--- src/rtl/mask_gen_vga_pkg.sv ---
`default_nettype none
// ============================================================================
// mask_gen_vga_pkg : shared types and constants for the VGA mask sequencer
// Rev 1.0
// ============================================================================
package mask_gen_vga_pkg;

    localparam int VGA_W = 640;
    localparam int VGA_H = 480;

    typedef enum logic [1:0] {
        SLIDE_R = 2'b00,
        SLIDE_L = 2'b01,
        RANDOM  = 2'b10,
        REPEAT  = 2'b11
    } mask_type_e;

    typedef enum logic [2:0] {
        IDLE = 3'd0,
        GRST = 3'd1,
        LOAD = 3'd2,
        RUN  = 3'd3,
        DONE = 3'd4
    } seq_state_e;

    typedef struct packed {
        mask_type_e  mtype;
        logic [4:0]  pattern_w;
        logic [7:0]  repeated;
        logic [31:0] pattern;
    } mask_cfg_t;

    // Row the generator shows once a sliding pattern has wrapped: pattern bit k at column k.
    function automatic logic [0:VGA_W-1] init_mask(input logic [31:0] pattern);
        logic [0:VGA_W-1] m;
        m = '0;
        for (int k = 0; k < 32; k++) begin
            m[k] = pattern[k];
        end
        return m;
    endfunction

endpackage
`default_nettype wire

--- src/rtl/mask_gen_vga_seq_if.sv ---
`default_nettype none
// ============================================================================
// mask_gen_vga_seq_if : config, generator and row-consumer signals of the sequencer
// Rev 1.0
// ============================================================================
interface mask_gen_vga_seq_if;
    import mask_gen_vga_pkg::*;

    logic                cfg_valid;
    logic                cfg_ready;
    logic [1:0]          cfg_mask_type;
    logic [4:0]          cfg_pattern_w;
    logic [7:0]          cfg_repeated_pattern;
    logic [31:0]         cfg_pattern;
    logic                abort;
    logic                row_ready;
    logic                mg_rst_n;
    logic                mg_clk_en;
    logic                mg_load_pattern;
    logic                mg_pattern;
    logic [1:0]          mg_mask_type;
    logic [4:0]          mg_pattern_w;
    logic [7:0]          mg_repeated_pattern;
    logic [0:VGA_W-1]    mg_mask;
    logic                mg_rp_valid;
    logic                row_valid;
    logic [9:0]          row_index;
    logic                busy;
    logic                frame_done;
    logic                timeout;

    modport slave (
        input  cfg_valid, cfg_mask_type, cfg_pattern_w, cfg_repeated_pattern, cfg_pattern,
        input  abort, row_ready, mg_mask, mg_rp_valid,
        output cfg_ready, mg_rst_n, mg_clk_en, mg_load_pattern, mg_pattern,
        output mg_mask_type, mg_pattern_w, mg_repeated_pattern,
        output row_valid, row_index, busy, frame_done, timeout
    );

    modport master (
        output cfg_valid, cfg_mask_type, cfg_pattern_w, cfg_repeated_pattern, cfg_pattern,
        output abort, row_ready, mg_mask, mg_rp_valid,
        input  cfg_ready, mg_rst_n, mg_clk_en, mg_load_pattern, mg_pattern,
        input  mg_mask_type, mg_pattern_w, mg_repeated_pattern,
        input  row_valid, row_index, busy, frame_done, timeout
    );

endinterface
`default_nettype wire

--- src/rtl/mask_gen_vga_loader.sv ---
`default_nettype none
// ============================================================================
// mask_gen_vga_loader : shifts the serial pattern out LSB first, one bit per cycle
// Rev 1.0
// ============================================================================
module mask_gen_vga_loader #(
    parameter int PAT_LEN = 32
) (
    input  wire logic               clk,
    input  wire logic               rst,
    input  wire logic               start,
    input  wire logic               clear,
    input  wire logic [PAT_LEN-1:0] pattern,
    output logic                    busy,
    output logic                    done,
    output logic                    pat_bit
);

    localparam int CNT_W = $clog2(PAT_LEN);
    localparam logic [CNT_W-1:0] LAST = CNT_W'(PAT_LEN - 1);

    logic               r_busy;
    logic [CNT_W-1:0]   r_cnt;
    logic [PAT_LEN-1:0] r_shift;

    always_ff @(posedge clk or posedge rst) begin
        if (rst) begin
            r_busy  <= 1'b0;
            r_cnt   <= '0;
            r_shift <= '0;
        end else if (clear) begin
            r_busy  <= 1'b0;
        end else if (start) begin
            r_busy  <= 1'b1;
            r_cnt   <= '0;
            r_shift <= pattern;
        end else if (r_busy) begin
            r_shift <= r_shift >> 1;
            r_cnt   <= r_cnt + 1'b1;
            if (r_cnt == LAST) begin
                r_busy <= 1'b0;
            end
        end
    end

    assign busy    = r_busy;
    assign done    = r_busy && (r_cnt == LAST);
    assign pat_bit = r_busy & r_shift[0];

endmodule
`default_nettype wire

--- src/rtl/mask_gen_vga_seq.sv ---
`default_nettype none
// ============================================================================
// mask_gen_vga_seq : per-frame sequencer (reset, pattern load, row pacing, frame end)
// Rev 1.0
// ============================================================================
module mask_gen_vga_seq
    import mask_gen_vga_pkg::*;
#(
    parameter int FRAME_ROWS = 480,
    parameter int MAX_ROWS   = 640,
    parameter int PAT_LEN    = 32
) (
    input  wire logic         clk,
    input  wire logic         rst,
    mask_gen_vga_seq_if.slave bus
);

    seq_state_e       r_state;
    seq_state_e       w_next;
    mask_cfg_t        r_cfg;
    logic [9:0]       r_row_index;
    logic             r_timeout;
    logic [0:VGA_W-1] w_init;
    logic             w_accept;
    logic             w_match;
    logic             w_last;
    logic             w_complete;
    logic             w_timeout_hit;
    logic             w_ld_start;
    logic             w_ld_busy;
    logic             w_ld_done;
    logic             w_ld_bit;

    mask_gen_vga_loader #(.PAT_LEN(PAT_LEN)) u_loader (
        .clk     (clk),
        .rst     (rst),
        .start   (w_ld_start),
        .clear   (bus.abort),
        .pattern (r_cfg.pattern),
        .busy    (w_ld_busy),
        .done    (w_ld_done),
        .pat_bit (w_ld_bit)
    );

    assign w_init   = init_mask(r_cfg.pattern);
    assign w_accept = (r_state == RUN) && bus.mg_rp_valid && bus.row_ready;
    // Row 0 still shows the freshly loaded pattern, so only later rows count as a wrap.
    assign w_match  = (r_row_index != 10'd0) && (bus.mg_mask == w_init);
    assign w_last   = (r_row_index == 10'(MAX_ROWS - 1));

    always_comb begin
        w_complete    = 1'b0;
        w_timeout_hit = 1'b0;
        if (w_accept) begin
            unique case (r_cfg.mtype)
                REPEAT:  w_complete = 1'b1;
                RANDOM:  w_complete = (r_row_index == 10'(FRAME_ROWS - 1));
                default: begin
                    w_complete    = w_match || w_last;
                    w_timeout_hit = !w_match && w_last;
                end
            endcase
        end
    end

    always_comb begin
        w_next              = r_state;
        w_ld_start          = 1'b0;
        bus.cfg_ready       = 1'b0;
        bus.mg_clk_en       = 1'b0;
        bus.mg_rst_n        = 1'b1;
        bus.mg_load_pattern = 1'b0;
        bus.mg_pattern      = 1'b0;
        bus.row_valid       = 1'b0;
        bus.frame_done      = 1'b0;
        unique case (r_state)
            IDLE: begin
                bus.cfg_ready = 1'b1;
                bus.mg_clk_en = 1'b1;
                if (bus.cfg_valid) w_next = GRST;
            end
            GRST: begin
                bus.mg_rst_n  = 1'b0;
                bus.mg_clk_en = 1'b1;
                if (bus.abort) begin
                    w_next = DONE;
                end else begin
                    w_next     = LOAD;
                    w_ld_start = (r_cfg.mtype != REPEAT);
                end
            end
            LOAD: begin
                bus.mg_clk_en = 1'b1;
                if (r_cfg.mtype == REPEAT) begin
                    bus.mg_load_pattern = !bus.abort;
                    w_next              = bus.abort ? DONE : RUN;
                end else begin
                    bus.mg_load_pattern = w_ld_busy && !bus.abort;
                    bus.mg_pattern      = w_ld_bit && !bus.abort;
                    if (bus.abort)      w_next = DONE;
                    else if (w_ld_done) w_next = RUN;
                end
            end
            RUN: begin
                bus.mg_clk_en = bus.row_ready;
                // A completing row is still reported when abort arrives in the same cycle.
                bus.row_valid = w_accept && (w_complete || !bus.abort);
                if (w_complete || bus.abort) w_next = DONE;
            end
            DONE: begin
                bus.frame_done = 1'b1;
                w_next         = IDLE;
            end
            default: w_next = IDLE;
        endcase
        if (rst) begin
            bus.mg_clk_en = 1'b0;
            bus.mg_rst_n  = 1'b0;
        end
    end

    always_ff @(posedge clk or posedge rst) begin
        if (rst) begin
            r_state     <= IDLE;
            r_cfg       <= '0;
            r_row_index <= '0;
            r_timeout   <= 1'b0;
        end else begin
            r_state   <= w_next;
            r_timeout <= w_timeout_hit;
            if (r_state == IDLE && bus.cfg_valid) begin
                r_cfg.mtype     <= mask_type_e'(bus.cfg_mask_type);
                r_cfg.pattern_w <= bus.cfg_pattern_w;
                r_cfg.repeated  <= bus.cfg_repeated_pattern;
                r_cfg.pattern   <= bus.cfg_pattern;
            end
            if (r_state == LOAD) begin
                r_row_index <= '0;
            end else if (bus.row_valid && r_row_index != 10'h3FF) begin
                r_row_index <= r_row_index + 10'd1;
            end
        end
    end

    assign bus.mg_mask_type        = r_cfg.mtype;
    assign bus.mg_pattern_w        = r_cfg.pattern_w;
    assign bus.mg_repeated_pattern = r_cfg.repeated;
    assign bus.row_index           = r_row_index;
    assign bus.busy                = (r_state != IDLE);
    assign bus.timeout             = (r_state == DONE) && r_timeout;

endmodule
`default_nettype wire

--- src/flat_wrapper.sv ---
// flat-port wrapper written by rule: the top's interface ports become plain ports
module mask_gen_vga_seq_flat import mask_gen_vga_pkg::*;
#(
    parameter int FRAME_ROWS = 480,
    parameter int MAX_ROWS   = 640,
    parameter int PAT_LEN    = 32
)
  (clk, rst, bus_cfg_valid, bus_cfg_mask_type, bus_cfg_pattern_w, bus_cfg_repeated_pattern, bus_cfg_pattern, bus_abort, bus_row_ready, bus_mg_mask, bus_mg_rp_valid, bus_cfg_ready, bus_mg_rst_n, bus_mg_clk_en, bus_mg_load_pattern, bus_mg_pattern, bus_mg_mask_type, bus_mg_pattern_w, bus_mg_repeated_pattern, bus_row_valid, bus_row_index, bus_busy, bus_frame_done, bus_timeout);
  mask_gen_vga_seq_if bus_i ();
  input  wire logic clk;
  input  wire logic rst;
  input wire logic [$bits(bus_i.cfg_valid)-1:0] bus_cfg_valid;
  input wire logic [$bits(bus_i.cfg_mask_type)-1:0] bus_cfg_mask_type;
  input wire logic [$bits(bus_i.cfg_pattern_w)-1:0] bus_cfg_pattern_w;
  input wire logic [$bits(bus_i.cfg_repeated_pattern)-1:0] bus_cfg_repeated_pattern;
  input wire logic [$bits(bus_i.cfg_pattern)-1:0] bus_cfg_pattern;
  input wire logic [$bits(bus_i.abort)-1:0] bus_abort;
  input wire logic [$bits(bus_i.row_ready)-1:0] bus_row_ready;
  input wire logic [$bits(bus_i.mg_mask)-1:0] bus_mg_mask;
  input wire logic [$bits(bus_i.mg_rp_valid)-1:0] bus_mg_rp_valid;
  output wire logic [$bits(bus_i.cfg_ready)-1:0] bus_cfg_ready;
  output wire logic [$bits(bus_i.mg_rst_n)-1:0] bus_mg_rst_n;
  output wire logic [$bits(bus_i.mg_clk_en)-1:0] bus_mg_clk_en;
  output wire logic [$bits(bus_i.mg_load_pattern)-1:0] bus_mg_load_pattern;
  output wire logic [$bits(bus_i.mg_pattern)-1:0] bus_mg_pattern;
  output wire logic [$bits(bus_i.mg_mask_type)-1:0] bus_mg_mask_type;
  output wire logic [$bits(bus_i.mg_pattern_w)-1:0] bus_mg_pattern_w;
  output wire logic [$bits(bus_i.mg_repeated_pattern)-1:0] bus_mg_repeated_pattern;
  output wire logic [$bits(bus_i.row_valid)-1:0] bus_row_valid;
  output wire logic [$bits(bus_i.row_index)-1:0] bus_row_index;
  output wire logic [$bits(bus_i.busy)-1:0] bus_busy;
  output wire logic [$bits(bus_i.frame_done)-1:0] bus_frame_done;
  output wire logic [$bits(bus_i.timeout)-1:0] bus_timeout;
  assign bus_i.cfg_valid = bus_cfg_valid;
  assign bus_i.cfg_mask_type = bus_cfg_mask_type;
  assign bus_i.cfg_pattern_w = bus_cfg_pattern_w;
  assign bus_i.cfg_repeated_pattern = bus_cfg_repeated_pattern;
  assign bus_i.cfg_pattern = bus_cfg_pattern;
  assign bus_i.abort = bus_abort;
  assign bus_i.row_ready = bus_row_ready;
  assign bus_i.mg_mask = bus_mg_mask;
  assign bus_i.mg_rp_valid = bus_mg_rp_valid;
  assign bus_cfg_ready = bus_i.cfg_ready;
  assign bus_mg_rst_n = bus_i.mg_rst_n;
  assign bus_mg_clk_en = bus_i.mg_clk_en;
  assign bus_mg_load_pattern = bus_i.mg_load_pattern;
  assign bus_mg_pattern = bus_i.mg_pattern;
  assign bus_mg_mask_type = bus_i.mg_mask_type;
  assign bus_mg_pattern_w = bus_i.mg_pattern_w;
  assign bus_mg_repeated_pattern = bus_i.mg_repeated_pattern;
  assign bus_row_valid = bus_i.row_valid;
  assign bus_row_index = bus_i.row_index;
  assign bus_busy = bus_i.busy;
  assign bus_frame_done = bus_i.frame_done;
  assign bus_timeout = bus_i.timeout;
  mask_gen_vga_seq #(.FRAME_ROWS(FRAME_ROWS), .MAX_ROWS(MAX_ROWS), .PAT_LEN(PAT_LEN)) u_core (.clk(clk), .rst(rst), .bus(bus_i));
endmodule
--- config.mk ---
export PLATFORM = sky130hd
export DESIGN_NAME = mask_gen_vga_seq_flat
export DESIGN_NICKNAME = d
export VERILOG_FILES = /design/src/rtl/mask_gen_vga_pkg.sv /design/src/rtl/mask_gen_vga_seq_if.sv /design/src/rtl/mask_gen_vga_loader.sv /design/src/rtl/mask_gen_vga_seq.sv /design/src/flat_wrapper.sv
export SDC_FILE = /design/constraint.sdc
export NUM_CORES = 1
export LEC_CHECK = 0
export CAP_MARGIN = 20
export CELL_PAD_IN_SITES_DETAIL_PLACEMENT = 1
export CELL_PAD_IN_SITES_GLOBAL_PLACEMENT = 1
export CORE_AREA = 2 2 282 284
export CTS_CLUSTER_SIZE = 12
export DETAILED_ROUTE_END_ITERATION = 10
export DIE_AREA = 0 0 284 286
export PLACE_DENSITY = 0.53
export SYNTH_ARGS = -nofsm -noshare
export SYNTH_HDL_FRONTEND = slang
export SYNTH_SLANG_ARGS = --single-unit
--- constraint.sdc ---
create_clock -name clk -period 3.9 [get_ports clk]
set_input_delay 0.78 -clock clk [delete_from_list [all_inputs] [get_ports clk]]
set_output_delay 0.78 -clock clk [all_outputs]
set_load 0.005 [all_outputs]
==> impl_metrics.csv <==
group,metric,value,unit
status,status,"complete, but fails checks",
status,violations,"negative setup slack",
clock_tree,htree_levels,3,
grt,grt_max_degree,46,
clock_tree,clockBufferDepth,2,
route,vias_per_cell,3.491,
sta,min_period,4.421,ns
synth,synth_cell_types,40,
synth,synth-warning-count,0,
worst_setup_path,worstPathArrival,3.64,ns
clock_tree,cts_sinks,99,
route,num_vias,8566,
power_and_ir_drop,power_density,335.7,nW/um^2
job,max_cap_viol_count,0,
die,num_io_pins,727,
synth,synth_top_area_share,40.62,%
power_and_ir_drop,switchingPower,1713,uW
die,fp.dieH,286,um
worst_setup_path,path_class,"in -> out",
clock_tree,clk_latency,0.37,ns
layout,final_nets,2095,
grt,grt_pass1_vias,9796,
sta,fmax,226.2,MHz
synth,syn-num-nets,1336,
worst_setup_path,critPathRequiredTime,3.12,ns
route,firstDrtPassIters,4,
die,die-area,81220,um^2
sta,tightest_slew,0.7000,ns
worst_setup_path,worstSetupEndpointType,"primary output",
sta,maxSlewViolCount,0,
sta,fin_skew,0.01015,ns
synth,synth.avg_cell_area,9.544,um^2
layout,drive_above_1_share,11.55,%
route,first_iter_violations,295,
die,die_w,284,um
sta,tns,-0.5654,ns
sta,maxSlewHeadroom,53.33,%
worst_setup_path,worstPathCellList,"clkdlybuf4s50_1, nor4_2, nand4_1, buf_4, nor4_1, buf_4, nand4_1, buf_4, o31ai_2, buf_4, o31a_1, buf_2",
layout,fillers,9224,
worst_setup_path,r2r_cells,13,
synth,yosys.area.top_type,"dfrtp_1",
route,wl_per_cell,22.25,um
sta,fin_ws,-0.5212,ns
route,drc_errors,0,
worst_setup_path,startpoint_type,"input port",
sta,setup_viol,3,
sta,period_share,113.4,%
synth,seq_area_frac_synth,40.62,%
worst_setup_path,crit_fanout,2,
synth,synth-seq-cells,99,
clock_tree,hold_buffers,0,
power_and_ir_drop,power_leakage,0.005301,uW
worst_setup_path,cp_common_cell,"buf_4",
clock_tree,clk_pin_slew,0.07,ns
synth,netlist_area,6098,um^2
grt,gr-usage-all-layers,12.94,%
grt,globalRoute.totalOverflow,0,
sta,hold_viol,0,
die,core_area,78360,um^2
layout,area_delta_synth_final,153.0,%
clock_tree,root_buffer,"clkbuf_16",
place,preCtsSetupSlack,-1.809,ns
layout,multi_input_area,3551,um^2
clock_tree,cts_tree,"built",
grt,grt_pass1_wl,74290,um
power_and_ir_drop,power_frac_comb,44.9,%
min_path,hp-class,"reg -> reg",
place,numPortBuffers,726,
worst_setup_path,max_stage_delay,0.61,ns
route,drt_wl_total,54610,um
worst_setup_path,slowest_stage,"nor4_2",
min_path,holdPathStages,1,
sta,rsz0062_at_grt,"yes",
layout,regArea,2477,um^2
power_and_ir_drop,irDropWorstVdd,0.2056,mV
synth,synthCells,639,
die,start_util,7.783,%
clock_tree,cts_buffers,9,
route,drt.antenna.violating_nets,0,
die,row_count,103,
power_and_ir_drop,p_int,3467,uW
power_and_ir_drop,clkPwrFrac,19.0,%
grt,antenna_found_initial,11,
place,gp_congestion,1.071,
place,dp_hpwl,50320,um
synth,synthTopCellsByArea,"dfrtp_1, nor4_1, mux2_2",
sta,whs,0.5087,ns
power_and_ir_drop,netSwitchingFraction,33.07,%
power_and_ir_drop,seqPwrFrac,36.2,%
worst_setup_path,reg2reg_slack,0.55,ns
==> cell families after synthesis <==
group,Yosys count,synth area share [%]
buf+inv,47,3.939
flops,99,40.62
compound gates,69,6.566
fa+ha+maj,4,0.8207
simple gates,309,29.63
mux,76,13.40
xor+xnor,35,5.027
==> cells in the mapped netlist <==
cell / number
nor4_1: 159
dfrtp_1: 99
nand4_1: 52
nand2_1: 48
mux2_2: 45
o21ai_0: 41
xnor2_1: 33
mux2i_1: 31
clkbuf_1: 17
buf_4: 15
nor2_1: 12
a21oi_1: 11
inv_1: 9
nand3_1: 7
buf_1: 5
nor3_1: 5
o31ai_1: 5
or3_1: 5
ha_1: 4
nor4_2: 4
or4_1: 4
o211ai_1: 3
or2_2: 3
and2_1: 2
and3_1: 2
nand2b_1: 2
o31ai_2: 2
xor2_1: 2
a211oi_1: 1
a21o_1: 1
a311oi_1: 1
a31oi_1: 1
and4b_1: 1
buf_6: 1
nor2b_1: 1
nor4b_1: 1
o21a_2: 1
o21bai_1: 1
o31a_1: 1
or3b_1: 1
==> worst max-delay path, delay by kind of cell <==
family          cells  cell delay [ns]
buf+inv             6             1.25
simple gates        4             1.19
compound gates      2             0.41
==> metal layers <==
metal / track usage (%) / wire length [um] / vias up
li1: - / - / 4046
met4: 2.684 / 776 / 14
met3: 2.456 / 2787 / 39
met2: 23.66 / 28270 / 327
met5: 0 / 97 / -
met1: 15.68 / 22680 / 4140
==> sequential cells by signal, indices dropped and copies added, names as in the netlist, 2 cells and up <==
register,flops
u_core.r_cfg,32
u_core.u_loader.r_cnt,5
u_core.bus.mg_mask_type,2
u_core.bus.mg_pattern_w,5
u_core.r_state,3
u_core.bus.row_index,10
u_core.bus.mg_repeated_pattern,8
u_core.u_loader.r_shift,32
==> final timing paths <==
kind | start | endpoint
max in group asynchronous | rst | u_core.bus.mg_repeated_pattern[5]
min | u_core.bus.mg_repeated_pattern[4] | u_core.bus.mg_repeated_pattern[4]
max | bus_mg_mask[273] | bus_row_valid
max reg2reg | u_core.r_cfg[5] | u_core.bus.row_index[9]
min reg2reg | u_core.bus.mg_repeated_pattern[4] | u_core.bus.mg_repeated_pattern[4]
min in group asynchronous | rst | u_core.bus.row_index[5]
==> placed cells by master, fill, tap and decap left out, types with 31 or more instances in the layout <==
cell and count:
xnor2_1 33, o21ai_0 38, mux2_2 45, nand4_1 52, mux2i_1 31, buf_4 57
nand2_1 48, clkdlybuf4s50_1 721, nor4_1 148, dfrtp_1 99
==> timing repair <==
item / in CTS / in global routing
gates resized for setup: 34 / 15
setup endpoints to repair: 15 / 11
pin swaps: 15 / 6
buffers inserted: 2 / 0
==> through the flow <==
| stage | utilization, % | instance area, um^2 | std cells | power [uW] |
|---|---|---|---|---|
| global placement | 19.11 | 14970 | 2435 | 4206 |
| CTS | 19.58 | 15340 | 2453 | 5303 |
| global route | 19.69 | 15430 | 2454 | 5556 |
| floorplan | - | 6098 | 639 | 2862 |
| detailed placement | 19.11 | 14970 | 2435 | 4278 |
| finish | 19.69 | 15430 | 2454 | 5180 |
==> power groups by stage <==
stage          Clock (uW)  Sequential (uW)  Combinational, uW
5_1_grt              1060             1950               2540
4_1_cts              1030             1900               2380
3_5_place_dp            0             1920               2360
6_report              982             1870               2320
3_3_place_gp            0             1890               2310
2_1_floorplan           0             1720               1140
==> layout make-up <==
cell class | count | area share, %
timing repair buffer | 786 | 50.13
multi-input combinational | 493 | 23.02
sequential | 99 | 16.06
tap | 1050 | 8.515
clock buffer | 9 | 1.460
clock inverter | 7 | 0.5758
inverter | 9 | 0.2352
antenna | 1 | 0.01622
Power figures use the tool's default switching activity.
